--- src/rtl/lif_spike_emitter.sv ---
// rtl/lif_spike_emitter.sv - LIF fire stage: scans the membrane bank, applies refractory and threshold, emits spikes
module lif_spike_emitter #(
    parameter int N_NEURONS  = 16,
    parameter int IDX_W      = 4,
    parameter int VMEM_W     = 16,
    parameter int REF_W      = 4,
    parameter int RESET_MODE = 0
) (
    input  logic              clk,
    input  logic              rst_n,
    input  logic              clear,
    input  logic              start,
    input  logic [VMEM_W-1:0] threshold,
    input  logic [REF_W-1:0]  ref_period,
    output logic              rd_en,
    output logic [IDX_W-1:0]  rd_addr,
    input  logic [VMEM_W-1:0] rd_data,
    output logic              corr_valid,
    output logic [IDX_W-1:0]  corr_idx,
    output logic [VMEM_W-1:0] corr_data,
    output logic              spk_valid,
    input  logic              spk_ready,
    output logic [IDX_W-1:0]  spk_idx,
    output logic              busy,
    output logic              done
);

    typedef enum logic [2:0] {
        S_IDLE,
        S_READ,
        S_CMP,
        S_EMIT,
        S_DONE
    } state_t;

    state_t             state;
    logic [IDX_W-1:0]   idx;
    logic [VMEM_W-1:0]  thr;
    logic [REF_W-1:0]   ref_len;
    logic [REF_W-1:0]   refr [N_NEURONS];

    logic [REF_W-1:0]   refr_cur;
    logic               in_cmp;
    logic               fire;
    logic               last;
    logic [IDX_W-1:0]   idx_next;

    assign refr_cur = refr[idx];
    assign in_cmp   = (state == S_CMP);
    // thr==0 disables firing, but the refractory branch above it still runs
    assign fire     = in_cmp && (refr_cur == '0) && (thr != '0) && (rd_data >= thr);
    assign last     = (idx == IDX_W'(N_NEURONS - 1));
    assign idx_next = idx + IDX_W'(1);

    // rd_data is only valid during CMP, so the correction is decoded from it directly
    assign corr_valid = in_cmp;
    assign corr_idx   = in_cmp ? idx : '0;
    assign corr_data  = fire ? ((RESET_MODE != 0) ? rd_data : thr) : '0;

    always_ff @(posedge clk or negedge rst_n) begin
        if (!rst_n) begin
            state     <= S_IDLE;
            idx       <= '0;
            thr       <= '0;
            ref_len   <= '0;
            rd_en     <= 1'b0;
            rd_addr   <= '0;
            spk_valid <= 1'b0;
            spk_idx   <= '0;
            busy      <= 1'b0;
            done      <= 1'b0;
            for (int i = 0; i < N_NEURONS; i++) refr[i] <= '0;
        end else if (clear) begin
            state     <= S_IDLE;
            idx       <= '0;
            rd_en     <= 1'b0;
            rd_addr   <= '0;
            spk_valid <= 1'b0;
            spk_idx   <= '0;
            busy      <= 1'b0;
            done      <= 1'b0;
            for (int i = 0; i < N_NEURONS; i++) refr[i] <= '0;
        end else begin
            rd_en   <= 1'b0;
            rd_addr <= '0;
            done    <= 1'b0;
            case (state)
                S_IDLE: begin
                    if (start) begin
                        thr     <= threshold;
                        ref_len <= ref_period;
                        idx     <= '0;
                        rd_en   <= 1'b1;
                        busy    <= 1'b1;
                        state   <= S_READ;
                    end
                end
                S_READ: begin
                    state <= S_CMP;
                end
                S_CMP: begin
                    if (refr_cur != '0) begin
                        refr[idx] <= refr_cur - REF_W'(1);
                    end else if (fire) begin
                        refr[idx] <= ref_len;
                    end
                    if (fire) begin
                        spk_valid <= 1'b1;
                        spk_idx   <= idx;
                        state     <= S_EMIT;
                    end else if (last) begin
                        done  <= 1'b1;
                        state <= S_DONE;
                    end else begin
                        idx     <= idx_next;
                        rd_en   <= 1'b1;
                        rd_addr <= idx_next;
                        state   <= S_READ;
                    end
                end
                S_EMIT: begin
                    if (spk_ready) begin
                        spk_valid <= 1'b0;
                        spk_idx   <= '0;
                        if (last) begin
                            done  <= 1'b1;
                            state <= S_DONE;
                        end else begin
                            idx     <= idx_next;
                            rd_en   <= 1'b1;
                            rd_addr <= idx_next;
                            state   <= S_READ;
                        end
                    end
                end
                S_DONE: begin
                    idx   <= '0;
                    busy  <= 1'b0;
                    state <= S_IDLE;
                end
                default: begin
                    busy  <= 1'b0;
                    state <= S_IDLE;
                end
            endcase
        end
    end

endmodule

--- config.mk ---
export PLATFORM = sky130hd
export DESIGN_NAME = lif_spike_emitter
export DESIGN_NICKNAME = d
export VERILOG_FILES = /design/src/rtl/lif_spike_emitter.sv
export SDC_FILE = /design/constraint.sdc
export NUM_CORES = 1
export LEC_CHECK = 0
export BUFFER_PORTS_ARGS = -buffer_cell sky130_fd_sc_hd__buf_2
export CAP_MARGIN = 40
export CELL_PAD_IN_SITES_DETAIL_PLACEMENT = 2
export CELL_PAD_IN_SITES_GLOBAL_PLACEMENT = 2
export CORE_MARGIN = 1.5
export CORE_UTILIZATION = 43
export CTS_BUF_LIST = sky130_fd_sc_hd__clkbuf_4 sky130_fd_sc_hd__clkbuf_8
export CTS_CLUSTER_SIZE = 24
export DETAILED_ROUTE_END_ITERATION = 8
export PLACE_DENSITY_LB_ADDON = 0.1
export SLEW_MARGIN = 5
export SYNTH_ARGS = -nofsm -noshare
export SYNTH_HDL_FRONTEND = slang
export SYNTH_SLANG_ARGS = --single-unit
--- constraint.sdc ---
create_clock -name clk -period 4.9 [get_ports clk]
set_clock_uncertainty 0.2 [all_clocks]
set_input_delay 0.49 -clock clk [delete_from_list [all_inputs] [get_ports clk]]
set_output_delay 0.49 -clock clk [all_outputs]
set_load 0.01 [all_outputs]
==> impl_results.html <==
<table>
<tr><th>Metric</th><th>Value</th></tr>
<tr><th colspan="2">Run status</th></tr>
<tr><td>Outcome</td><td>finished with violations</td></tr>
<tr><td>Violated checks</td><td>negative hold slack</td></tr>
<tr><th colspan="2">Synthesis</th></tr>
<tr><td>Dominant synthesized flop cell</td><td>dfrtp_1</td></tr>
<tr><td>Compound-gate portion of the synthesized area</td><td>19.02%</td></tr>
<tr><td>Ranking of synthesized cells by area</td><td>dfrtp_1, a22o_1, mux4_2</td></tr>
<tr><td>Post-synthesis share of cell area spent on and, or, nand and nor gates</td><td>11.76%</td></tr>
<tr><td>Adder-Cell Fraction of Synth Area</td><td>4.975%</td></tr>
<tr><td>Multiplexer fraction of the synthesized cell area</td><td>12.64%</td></tr>
<tr><td>Post-synthesis cell type count</td><td>58</td></tr>
<tr><td>Post-synthesis sequential area ratio</td><td>46.59%</td></tr>
<tr><td>Largest family of logic cells by synthesized area</td><td>compound AO/OA/AOI/OAI gates</td></tr>
<tr><td>Most frequent cells after synthesis</td><td>dfrtp_1, a22o_1, a21oi_1, nor2_1, nand3_1</td></tr>
<tr><td>Post-synth ARST share</td><td>100.0%</td></tr>
<tr><td>Most instantiated library cell after synthesis</td><td>dfrtp_1</td></tr>
<tr><td>Synth warn</td><td>0</td></tr>
<tr><td>Top cell type's share of synthesized area</td><td>46.59%</td></tr>
<tr><td>Average instance area after synthesis</td><td>11.34 um^2</td></tr>
<tr><td>Syn Inst Count</td><td>488</td></tr>
<tr><td>Number of flip-flops and latches in the synthesized netlist</td><td>103</td></tr>
<tr><td>Parity-gate share of the synthesized area counting xor and xnor cells</td><td>0.3166%</td></tr>
<tr><td>Yosys top cell by area</td><td>dfrtp_1</td></tr>
<tr><td>Count of flip-flops with a built-in enable after synthesis</td><td>0</td></tr>
<tr><td>Summed instance area of the synthesized netlist</td><td>0.005533 mm^2</td></tr>
<tr><td>Total nets after synthesis</td><td>551</td></tr>
<tr><th colspan="2">Setup path</th></tr>
<tr><td>Data arrival at the endpoint of the critical path</td><td>3.58 ns</td></tr>
<tr><td>Required time of the critical path</td><td>4.21 ns</td></tr>
<tr><td>Critical R2R Capture</td><td>refr[41]$_DFFE_PN0P_</td></tr>
<tr><td>Largest fanout of any net on the critical path</td><td>14</td></tr>
<tr><td>Worst R2R Setup Slack</td><td>0.93 ns</td></tr>
<tr><td>FF-to-FF Start</td><td>idx[0]$_DFFE_PN0P_</td></tr>
<tr><td>Chain of cells forming the critical path</td><td>mux4_1, a22o_1, a221oi_2, ha_1, o21ai_4, and3b_1, and2_1, buf_2</td></tr>
<tr><td>Nature of the critical path startpoint</td><td>register</td></tr>
<tr><td>Library cell contributing the largest single delay on the critical path</td><td>dfrtp_2</td></tr>
<tr><td>Stage delay of the slowest cell on the critical path</td><td>0.65 ns</td></tr>
<tr><td>Reg2reg path depth</td><td>9</td></tr>
<tr><td>Type of the worst setup path</td><td>register to output port</td></tr>
<tr><td>Capturing element type of the critical path</td><td>output port</td></tr>
<tr><th colspan="2">Routing</th></tr>
<tr><td>1st-pass router iterations</td><td>4</td></tr>
<tr><td>Remaining antenna violation count after routing</td><td>0</td></tr>
<tr><td>Iteration-0 DRC Markers</td><td>300</td></tr>
<tr><td>Final routed wire length divided by cell count</td><td>24.67 um</td></tr>
<tr><td>Overall via count from detail_route</td><td>4422</td></tr>
<tr><td>Residual DRC</td><td>0</td></tr>
<tr><td>Aggregate routed wire length</td><td>18040 um</td></tr>
<tr><td>Routed vias/inst</td><td>6.049</td></tr>
<tr><th colspan="2">Power</th></tr>
<tr><td>Internal power contribution</td><td>1.287 mW</td></tr>
<tr><td>Part of the total power dissipated in the clock network</td><td>31.7%</td></tr>
<tr><td>Power density relative to cell area</td><td>303.8 mW/mm^2</td></tr>
<tr><td>Seq pwr share</td><td>49.8%</td></tr>
<tr><td>Share of power burned in combinational logic</td><td>18.5%</td></tr>
<tr><td>Sw frac</td><td>32.46%</td></tr>
<tr><td>Power dissipated by switching net loads</td><td>0.6184 mW</td></tr>
<tr><td>Leakage</td><td>2.963 nW</td></tr>
<tr><td>Worst IR drop on VDD</td><td>268.9 uV</td></tr>
<tr><th colspan="2">Timing</th></tr>
<tr><td>Highest clock frequency the design can meet</td><td>234.2 MHz</td></tr>
<tr><td>Post-route clock period utilization</td><td>87.15%</td></tr>
<tr><td># setup viols final</td><td>0</td></tr>
<tr><td>Final count of pins violating max slew</td><td>0</td></tr>
<tr><td>Slew margin rel.</td><td>42.31%</td></tr>
<tr><td>Unrepaired setup endpoints after global routing</td><td>false</td></tr>
<tr><td>Worst setup slack after layout</td><td>0.6296 ns</td></tr>
<tr><td>Crit path time final</td><td>4.270 ns</td></tr>
<tr><td>Number of failing hold endpoints at the final stage</td><td>18</td></tr>
<tr><td>Tightest Pin Transition</td><td>0.8653 ns</td></tr>
<tr><td>Final total negative setup slack</td><td>0 ns</td></tr>
<tr><td>Worst-case hold slack</td><td>-0.01761 ns</td></tr>
<tr><th colspan="2">Die</th></tr>
<tr><td>Horizontal die dimension</td><td>116.4 um</td></tr>
<tr><td>Floorplan die height</td><td>116.4 um</td></tr>
<tr><td>Cell Rows</td><td>41</td></tr>
<tr><td>I/O pin count</td><td>74</td></tr>
<tr><td>Floorplan Core Area</td><td>0.01257 mm^2</td></tr>
<tr><td>Initial Util</td><td>44.02%</td></tr>
<tr><td>Die Outline Area</td><td>0.01356 mm^2</td></tr>
<tr><th colspan="2">Run</th></tr>
<tr><td>Maximum capacitance violations</td><td>0</td></tr>
<tr><th colspan="2">Place</th></tr>
<tr><td>Post-detailed-placement half-perimeter wirelength</td><td>12870 um</td></tr>
<tr><td>Placer congestion estimate</td><td>0.8151</td></tr>
<tr><td>Number of buffers inserted by port buffering</td><td>73</td></tr>
<tr><td>Worst setup timing slack at the placement stage</td><td>0.4142 ns</td></tr>
<tr><th colspan="2">Final layout</th></tr>
<tr><td>Area delta synth-&gt;final</td><td>13.34%</td></tr>
<tr><td>Area taken by multi-input logic gates</td><td>0.002698 mm^2</td></tr>
<tr><td>Fraction of layout cells with a size suffix above 1</td><td>24.69%</td></tr>
<tr><td>Final nets</td><td>617</td></tr>
<tr><td>Footprint of the flip-flops and latches</td><td>0.002579 mm^2</td></tr>
<tr><td>Antenna Diode Count</td><td>0</td></tr>
<tr><td>Utilization of the core after routing</td><td>49.90%</td></tr>
<tr><td>Fillers</td><td>1293</td></tr>
<tr><th colspan="2">CTS</th></tr>
<tr><td>Clk slew on worst S/H paths</td><td>0.12 ns</td></tr>
<tr><td>H-tree depth reported by CTS</td><td>3</td></tr>
<tr><td>Hold_buf cts</td><td>0</td></tr>
<tr><td>Insertion delay of the later-clocked pin in the worst-skew pair</td><td>0.41 ns</td></tr>
<tr><td>CTS Sinks</td><td>103</td></tr>
<tr><td>Number of buffers added by the clock tree synthesis step</td><td>9</td></tr>
<tr><td>CTS tree</td><td>done</td></tr>
<tr><td>Clock Tree Buf Depth</td><td>2</td></tr>
<tr><td>Library cell used as clock root buffer</td><td>clkbuf_8</td></tr>
<tr><th colspan="2">Global route</th></tr>
<tr><td>Global Route Usage Sum</td><td>28.40%</td></tr>
<tr><td>Largest net degree at the start of global routing</td><td>66</td></tr>
<tr><td>Antenna violations before repair</td><td>0</td></tr>
<tr><td>First-pass GRT wire length</td><td>28500 um</td></tr>
<tr><td>Vias in the first global route</td><td>4981</td></tr>
<tr><td>Remaining global-route overflow</td><td>0</td></tr>
<tr><th colspan="2">Worst hold path</th></tr>
<tr><td>Worst min-delay path class</td><td>input pin to async pin</td></tr>
</table>
## flip-flops by register name (all words and copies together), names as in the netlist
| name | count |
|---|---|
| rd_addr | 4 |
| done | 1 |
| idx | 4 |
| refr | 64 |
| spk_valid | 1 |
| spk_idx | 4 |
| busy | 1 |
| thr | 16 |
| state | 3 |
| rd_en | 1 |
| ref_len | 4 |
## layer usage
metal / vias up / routed length [um] / global-route usage (%) / share of wire [%]
met1: 2292 / 7725 / 35.26 / 43
met5: - / 0 / 0 / 0
met3: 28 / 953 / 7.058 / 5.3
li1: 1973 / - / - / -
met4: 0 / 315 / 8.862 / 1.7
met2: 129 / 9040 / 48.90 / 50
## power groups by stage
| stage | sequential, mW | combinational (mW) | clock, mW |
|---|---|---|---|
| 3_3_place_gp | 0.960 | 0.325 | 0 |
| 5_1_grt | 0.957 | 0.391 | 0.647 |
| 3_5_place_dp | 0.966 | 0.352 | 0 |
| 6_report | 0.949 | 0.352 | 0.604 |
| 2_1_floorplan | 0.944 | 0.217 | 0 |
| 4_1_cts | 0.949 | 0.355 | 0.620 |
## through the flow
step	std cells	total power, mW	hold WS (ns)	cell area, um^2
global route	731	1.995	0.02675	6271
global placement	712	1.285	0.2592	6008
finish	731	1.905	-0.01761	6271
floorplan	488	1.161	-0.005591	5533
detailed placement	713	1.317	0.2805	6036
CTS	729	1.924	0.0009349	6255
## worst max-delay path by stage
stage,startpoint,endpoint,cells after the start
6_report,idx[0]$_DFFE_PN0P_,corr_data[0],8
2_1_floorplan,idx[0]$_DFFE_PN0P_,corr_data[10],10
5_1_grt,idx[0]$_DFFE_PN0P_,corr_data[0],8
3_3_place_gp,idx[0]$_DFFE_PN0P_,corr_data[14],8
3_5_place_dp,idx[0]$_DFFE_PN0P_,corr_data[12],8
4_1_cts,idx[0]$_DFFE_PN0P_,corr_data[12],8
## cells in the final DEF, fill, tap and decap left out, types with 4 or more instances in the layout
cell type	n
a31oi_2	8
buf_2	72
ha_1	22
o21ai_0	21
mux4_2	14
nand2_1	13
a31oi_1	5
a32o_1	4
nor2_1	31
clkbuf_8	9
and2_1	8
a22o_1	47
buf_4	11
nand3_1	29
nor4_1	6
inv_1	23
dfrtp_1	102
and3_1	17
a21oi_1	31
mux2_1	19
mux2i_1	4
## cell type report
cell class              instances  area share [%]
repair buffers                 84           7.502
clock buffers                   9           1.975
multi-input cells             332           43.02
clock inverters                 7           1.516
flip-flops and latches        103           41.12
inverters                      24           1.437
well taps                     172           3.432
## logic make-up after synthesis
logic type	count (synthesis)
AO/OA/AOI/OAI	139
XOR/XNOR	2
adder cells (fa/ha/maj)	22
buffers and inverters	53
flip-flops	103
multiplexers	45
AND/OR/NAND/NOR	124
## what timing repair did
item	CTS	global route
buffers inserted	0	2
hold endpoints to repair	0	0
resized for setup	0	1
endpoints found under the setup margin	0	15
## critical path: cells and delay by family, from the launching register on
family          cells  cell delay [ns]
compound gates      3             0.77
simple gates        2             0.67
flops               1             0.65
mux                 1             0.61
fa+ha+maj           1             0.32
buf+inv             1             0.14
No activity file was read; power rests on OpenSTA's default activity.
